--- src/rtl/seq_controller.sv ---
// seq_controller: Moore instruction-sequencing FSM for a small 16-bit core.
// Fetches an instruction word, decodes it out of an internal IR and sequences
// the ALU, branch/jump, load and store phases. All control outputs come from
// a register, so they are glitch-free and aligned with the state they describe.
//
// Ports
//   clk, rst        clock (rising edge), asynchronous active-low reset
//   inst            instruction word from ROM
//   psr             status flags, psr[0]=C, psr[1]=Z
//   mem_ready       ROM/SRAM access completes this cycle
//   ir_load, pc_en  IR latched / PC advance (pulse in the DECODE cycle)
//   mem_req, mem_we memory request / SRAM write
//   reg_we          register-file write
//   BRANCH..IMM_MUX datapath selects
//   rDst, rSrc      register addresses
//   imm_val, ALU_OP immediate and ALU op-code
//   illegal,timeout sticky error flags
module seq_controller #(
  parameter int DATAWIDTH  = 16,
  parameter int REGWIDTH   = 4,
  parameter int IMMWIDTH   = 8,
  parameter int ALUOPWIDTH = 4,
  parameter int PSRWIDTH   = 5,
  parameter int WAITMAX    = 15
) (
  input  logic                  clk,
  input  logic                  rst,
  input  logic [DATAWIDTH-1:0]  inst,
  input  logic [PSRWIDTH-1:0]   psr,
  input  logic                  mem_ready,
  output logic                  ir_load,
  output logic                  pc_en,
  output logic                  mem_req,
  output logic                  mem_we,
  output logic                  reg_we,
  output logic                  BRANCH,
  output logic                  JUMP,
  output logic                  RA_BUF,
  output logic                  ROM_MUX,
  output logic                  SRAM_BUF,
  output logic                  SRAM_MUX,
  output logic                  ALU_BUF,
  output logic                  IMM_MUX,
  output logic [REGWIDTH-1:0]   rDst,
  output logic [REGWIDTH-1:0]   rSrc,
  output logic [IMMWIDTH-1:0]   imm_val,
  output logic [ALUOPWIDTH-1:0] ALU_OP,
  output logic                  illegal,
  output logic                  timeout
);

  localparam int WCW = $clog2(WAITMAX + 1);

  typedef enum logic [3:0] {
    S_FETCH, S_DECODE, S_EXECUTE, S_BRANCH, S_JUMP,
    S_JMPAL, S_LOAD0, S_LOAD1, S_STORE
  } state_t;

  typedef struct packed {
    logic                  ir_load, pc_en, mem_req, mem_we, reg_we;
    logic                  branch, jump, ra_buf, rom_mux;
    logic                  sram_buf, sram_mux, alu_buf, imm_mux;
    logic [REGWIDTH-1:0]   rdst, rsrc;
    logic [IMMWIDTH-1:0]   imm;
    logic [ALUOPWIDTH-1:0] alu_op;
  } ctl_t;

  state_t               state, state_nxt;
  logic [DATAWIDTH-1:0] ir, ir_nxt;
  logic [WCW-1:0]       wait_cnt, wait_nxt;
  logic                 ill_set, tmo_set;
  ctl_t                 ctl_q, ctl_nxt;

  logic [3:0] opc, ext;
  logic [3:0] n_opc, n_ext, n_cc, n_aop4;
  logic       n_itype, n_cond;
  logic       unused_psr;

  assign opc     = ir[15:12];
  assign ext     = ir[7:4];
  assign n_opc   = ir_nxt[15:12];
  assign n_ext   = ir_nxt[7:4];
  assign n_cc    = ir_nxt[11:8];
  // Only R-type (0000) and S-type (1000) take their op from the ext field.
  assign n_itype = (n_opc != 4'b0000) && (n_opc != 4'b1000);
  assign n_aop4  = n_itype ? n_opc : n_ext;
  assign unused_psr = ^psr[PSRWIDTH-1:2];

  // State register; outputs are registered alongside it.
  always_ff @(posedge clk or negedge rst) begin
    if (!rst) begin
      state    <= S_FETCH;
      ir       <= '0;
      wait_cnt <= '0;
      illegal  <= 1'b0;
      timeout  <= 1'b0;
      ctl_q    <= '0;
    end else begin
      state    <= state_nxt;
      ir       <= ir_nxt;
      wait_cnt <= wait_nxt;
      illegal  <= illegal | ill_set;
      timeout  <= timeout | tmo_set;
      ctl_q    <= ctl_nxt;
    end
  end

  // Next state. A memory handshake only counts while mem_req is actually
  // driven, so the reset-released FETCH first raises mem_req before it can
  // complete, and stray mem_ready pulses elsewhere are ignored.
  always_comb begin
    state_nxt = state;
    ir_nxt    = ir;
    wait_nxt  = '0;
    ill_set   = 1'b0;
    tmo_set   = 1'b0;
    case (state)
      S_FETCH: if (mem_req && mem_ready) begin
        state_nxt = S_DECODE;
        ir_nxt    = inst;
      end
      S_DECODE: begin
        state_nxt = S_FETCH;
        ill_set   = 1'b1;
        if (opc inside {4'b0101, 4'b0110, 4'b1001, 4'b1011, 4'b0001,
                        4'b0010, 4'b0011, 4'b1101, 4'b1111}) begin
          state_nxt = S_EXECUTE;
          ill_set   = 1'b0;
        end else if (opc == 4'b0000 &&
                     ext inside {4'b0101, 4'b0110, 4'b1001, 4'b1011,
                                 4'b0001, 4'b0010, 4'b0011, 4'b1101}) begin
          state_nxt = S_EXECUTE;
          ill_set   = 1'b0;
        end else if (opc == 4'b1000 &&
                     ext inside {4'b0100, 4'b0000, 4'b0001, 4'b0110,
                                 4'b0010, 4'b0011}) begin
          state_nxt = S_EXECUTE;
          ill_set   = 1'b0;
        end else if (opc == 4'b0100 &&
                     ext inside {4'b0000, 4'b0100, 4'b1100, 4'b1000}) begin
          ill_set = 1'b0;
          case (ext)
            4'b0000: state_nxt = S_LOAD0;
            4'b0100: state_nxt = S_STORE;
            4'b1100: state_nxt = S_JUMP;
            default: state_nxt = S_JMPAL;
          endcase
        end else if (opc == 4'b1100) begin
          state_nxt = S_BRANCH;
          ill_set   = 1'b0;
        end
      end
      S_LOAD0: if (mem_req && mem_ready) state_nxt = S_LOAD1;
      S_STORE: if (mem_req && mem_ready) state_nxt = S_FETCH;
      default: state_nxt = S_FETCH;
    endcase

    // Consecutive not-ready cycles; a state change leaves wait_nxt at 0.
    if ((state == S_FETCH || state == S_LOAD0 || state == S_STORE) &&
        mem_req && !mem_ready) begin
      if (wait_cnt == WCW'(WAITMAX - 1)) begin
        tmo_set   = 1'b1;
        state_nxt = S_FETCH;
      end else begin
        wait_nxt = wait_cnt + 1'b1;
      end
    end
  end

  // Branch/jump condition from IR[11:8] of the instruction being entered.
  always_comb begin
    case (n_cc)
      4'b0000: n_cond = psr[1];
      4'b0001: n_cond = ~psr[1];
      4'b0010: n_cond = psr[0];
      4'b0011: n_cond = ~psr[0];
      4'b1110: n_cond = 1'b1;
      default: n_cond = 1'b0;
    endcase
  end

  // Outputs for the state being entered; registered in the state register.
  always_comb begin
    ctl_nxt = '0;
    case (state_nxt)
      S_FETCH: begin
        ctl_nxt.mem_req = 1'b1;
        ctl_nxt.rom_mux = 1'b1;
      end
      S_DECODE: begin
        ctl_nxt.ir_load = 1'b1;
        ctl_nxt.pc_en   = 1'b1;
      end
      S_EXECUTE: begin
        ctl_nxt.alu_buf = 1'b1;
        ctl_nxt.reg_we  = (n_aop4 != 4'b1011);   // CMP/CMPI only set flags
        ctl_nxt.rdst    = ir_nxt[8 +: REGWIDTH];
        ctl_nxt.rsrc    = ir_nxt[0 +: REGWIDTH];
        if (n_itype) begin
          ctl_nxt.imm_mux = 1'b1;
          ctl_nxt.imm     = ir_nxt[0 +: IMMWIDTH];
          ctl_nxt.alu_op  = ir_nxt[12 +: ALUOPWIDTH];
        end else begin
          ctl_nxt.alu_op  = ir_nxt[4 +: ALUOPWIDTH];
        end
      end
      S_BRANCH: if (n_cond) begin
        ctl_nxt.branch = 1'b1;
        ctl_nxt.imm    = ir_nxt[0 +: IMMWIDTH];
      end
      S_JUMP: ctl_nxt.jump = n_cond;
      S_JMPAL: begin
        ctl_nxt.jump   = 1'b1;
        ctl_nxt.ra_buf = 1'b1;
        ctl_nxt.reg_we = 1'b1;
        ctl_nxt.rdst   = ir_nxt[8 +: REGWIDTH];
      end
      S_LOAD0: begin
        ctl_nxt.mem_req  = 1'b1;
        ctl_nxt.sram_mux = 1'b1;
        ctl_nxt.rsrc     = ir_nxt[0 +: REGWIDTH];
      end
      S_LOAD1: begin
        ctl_nxt.sram_buf = 1'b1;
        ctl_nxt.reg_we   = 1'b1;
        ctl_nxt.rdst     = ir_nxt[8 +: REGWIDTH];
      end
      S_STORE: begin
        ctl_nxt.mem_req  = 1'b1;
        ctl_nxt.mem_we   = 1'b1;
        ctl_nxt.sram_mux = 1'b1;
        ctl_nxt.rsrc     = ir_nxt[0 +: REGWIDTH];
        ctl_nxt.rdst     = ir_nxt[8 +: REGWIDTH];
      end
      default: ctl_nxt = '0;
    endcase
  end

  assign ir_load  = ctl_q.ir_load;
  assign pc_en    = ctl_q.pc_en;
  assign mem_req  = ctl_q.mem_req;
  assign mem_we   = ctl_q.mem_we;
  assign reg_we   = ctl_q.reg_we;
  assign BRANCH   = ctl_q.branch;
  assign JUMP     = ctl_q.jump;
  assign RA_BUF   = ctl_q.ra_buf;
  assign ROM_MUX  = ctl_q.rom_mux;
  assign SRAM_BUF = ctl_q.sram_buf;
  assign SRAM_MUX = ctl_q.sram_mux;
  assign ALU_BUF  = ctl_q.alu_buf;
  assign IMM_MUX  = ctl_q.imm_mux;
  assign rDst     = ctl_q.rdst;
  assign rSrc     = ctl_q.rsrc;
  assign imm_val  = ctl_q.imm;
  assign ALU_OP   = ctl_q.alu_op;

endmodule
--- config.mk ---
export PLATFORM = sky130hd
export DESIGN_NAME = seq_controller
export DESIGN_NICKNAME = d
export VERILOG_FILES = /design/src/rtl/seq_controller.sv
export SDC_FILE = /design/constraint.sdc
export NUM_CORES = 1
export LEC_CHECK = 0
export ABC_AREA = 1
export BUFFER_PORTS_ARGS = -buffer_cell sky130_fd_sc_hd__buf_2
export CAP_MARGIN = 20
export CORE_MARGIN = 8
export CORE_UTILIZATION = 56
export CTS_BUF_LIST = sky130_fd_sc_hd__clkbuf_8
export CTS_CLUSTER_DIAMETER = 150
export DETAILED_ROUTE_END_ITERATION = 7
export PLACE_DENSITY = 0.82
export SKIP_LAST_GASP = 1
export SLEW_MARGIN = 15
export SYNTH_ARGS = -nofsm -noshare
export SYNTH_HDL_FRONTEND = slang
export SYNTH_SLANG_ARGS = --single-unit
--- constraint.sdc ---
create_clock -name clk -period 2.25 [get_ports clk]
set_clock_uncertainty 0.1 [all_clocks]
set_input_delay 0.225 -clock clk [delete_from_list [all_inputs] [get_ports clk]]
set_output_delay 0.225 -clock clk [all_outputs]
set_load 0.05 [all_outputs]
==> run metrics <==
worst hold path class input port to flip-flop; Die Area 7300 sq um; Syn Inst Count 303; final WL 6430 um; row count 25; hpwl dp 4470 um; Max VDD drop 0.878 mV; Post-synth top flop dfrtp_1; antenna cells 0; FFs w/ async S/R, synth 100%; vias in the first global route 2339; Syn. warnings 0; global-route usage over all layers 18.2%; I/O pin count 59; ANT nets after route 0; Internal Power 2.67 mW; Synth top area share 53.8%; total CTS buffers 9; maximum fanout along the worst path 16; status finished clean; final worst path period share 92.8%; Final TNS setup 0 ns; Initial DRC Count 113; post-synthesis net count 329; MaxCap Viol Count 0; Crit. End Element flip-flop; CTS root buffer clkbuf_8; Core Util, Final 70.6%; GRT overflow 0; Crit Path Class flip-flop to flip-flop; H-tree levels 3; Slew @ Worst Pin 0.621 ns; final slew viol count 0; Switching Share 47.6%; fill count 360; Peak Freq 479 MHz; Layout area overhead 22.7%; clk_lat worst skew 0.34 ns; Starting Density 57.5%; post-synthesis cell type count 34; Psw 2.43 mW; global-route wire length before repair 10400 um; drt first pass iters 4; largest area contributor in the netlist dfrtp_1; Comb power frac 49.5%; Final Cell Area 3310 sq um; worst setup path start state[0]; Worst Min Path Start inst[11]; Post-Syn Area 2700 sq um; Post-synth top cells nand2_1, dfrtp_1, inv_1; fraction of layout cells with a size suffix above 1 33.1%; number of synthesized flops with an enable pin 0; Via density 5.23; Die H 85.4 um; Startpoint Class flip-flop; crit path time final 2.09 ns; Pleak 1.92 nW; Worst EP arrival 2.21 ns; Final WS setup 0.162 ns; PwrDens 1540 nW/um^2; Seq pwr share 30.0%; largest net degree at the start of global routing 34; final number of hold-violating endpoints 0; dpl cell area 3050 sq um; Nets 399; die width 85.4 um; worst rel slew slack 58.6%; RR Startpoint state[0]; initial antenna violation count 0; core area 4690 sq um; CP required 2.37 ns; post-synthesis register bit count 58; wire length per cell 14.9 um; most frequent cell after synthesis nand2_1; CTS tree done; share of power burned in the clock network 20.5%; Setup Viol. Count Final 0; top cells by area, synth dfrtp_1, nand2_1, nand3_1; Worst-path clk slew 0.06 ns; post-synthesis sequential area ratio 53.8%; RSZ-0062 raised after global routing false; # clock sinks 58; GP Congestion 0.873; drt drc 0; Bufs on Longest Clock Path 2; Port Buf Inserts 55; Setup WS pre-CTS 0.143 ns; Vias 2260; Avg Cell Area, Syn 8.91 sq um
[metal layers]
| metal | share of wire [%] | global-route usage (%) |
|---|---|---|
| met1 | 41 | 20.1 |
| met2 | 50 | 31.2 |
| met3 | 6.6 | 4.63 |
| met4 | 2.3 | 9.87 |
| met5 | 0 | 0 |
[cells in the final DEF, fill, tap and decap left out, types with 7 or more instances in the layout]
cell | netlist | final
clkbuf_8 | 0 | 10
nand2_1 | 70 | 70
nand3_1 | 29 | 29
inv_2 | 8 | 8
dfrtp_1 | 58 | 58
buf_2 | 0 | 55
a21oi_1 | 7 | 7
nor2_1 | 26 | 26
inv_1 | 36 | 37
nand2_2 | 11 | 11
[metrics by stage]
stage	cells	hold WS (ns)	power (mW)
2_1_floorplan	303	-0.171	3.43
3_3_place_gp	412	0.166	3.88
3_5_place_dp	412	0.172	3.95
4_1_cts	429	0.0270	5.03
5_1_grt	432	0.0682	5.42
6_report	432	0.0391	5.10
[cell type report]
cell class,count,area (sq um),share of cell area [%]
clock buffer,10,138,4.16
multi-input combinational,194,1030,31.1
timing repair buffer,63,363,11.0
sequential,58,1450,43.8
clock inverter,6,81.3,2.46
tap,54,67.6,2.04
inverter,47,180,5.44
[state kept, by name, summed over array words and instances, names as in the netlist, 4 cells and up]
register,count
wait_cnt,4
ALU_OP,4
ir,16
state,4
imm_val,8
rSrc,4
rDst,4
[power groups by stage]
stage	logic (mW)	clock network, mW	registers [mW]
floorplan	1.40	0	2.03
global placement	2.35	0	1.53
detailed placement	2.40	0	1.54
CTS	2.44	1.06	1.53
global route	2.75	1.11	1.57
finish	2.52	1.05	1.53
[worst max-delay path, cell delays in order (launching register included)]
cell and delay (ns):
dfrtp_1 0.41, nor2_2 0.18, nand2_2 0.12, nor2_8 0.21
inv_4 0.12, o21ai_4 0.28, nand2_4 0.14, nand2_1 0.08
nand2_1 0.06, nor2_1 0.08, nand2_1 0.06, nand2_1 0.06
nand2_1 0.06
[worst paths after layout]
path | to | slack, ns | cells after the start
min | ir[11] | 0.04 | 3
min in group asynchronous | wait_cnt[0] | 0.34 | 2
min reg2reg | timeout | 0.36 | 2
max in group asynchronous | imm_val[1] | 1.12 | 3
max | reg_we | 0.16 | 12
max reg2reg | reg_we | 0.16 | 12
[cell families after synthesis]
family	after synthesis	share of synthesized area [%]
AND/OR/NAND/NOR	166	31.0
flip-flops	58	53.8
buffers and inverters	51	8.07
AO/OA/AOI/OAI	24	5.61
XOR/XNOR	2	0.649
adder cells (fa/ha/maj)	2	0.927
[what timing repair did]
item,4_1_cts,5_1_grt
hold buffers,1,0
gates resized for setup,0,0
hold endpoints to repair,25,0
endpoints found under the setup margin,0,1
buffers inserted,0,3
Note: power is estimated with default switching activity, not from simulation.
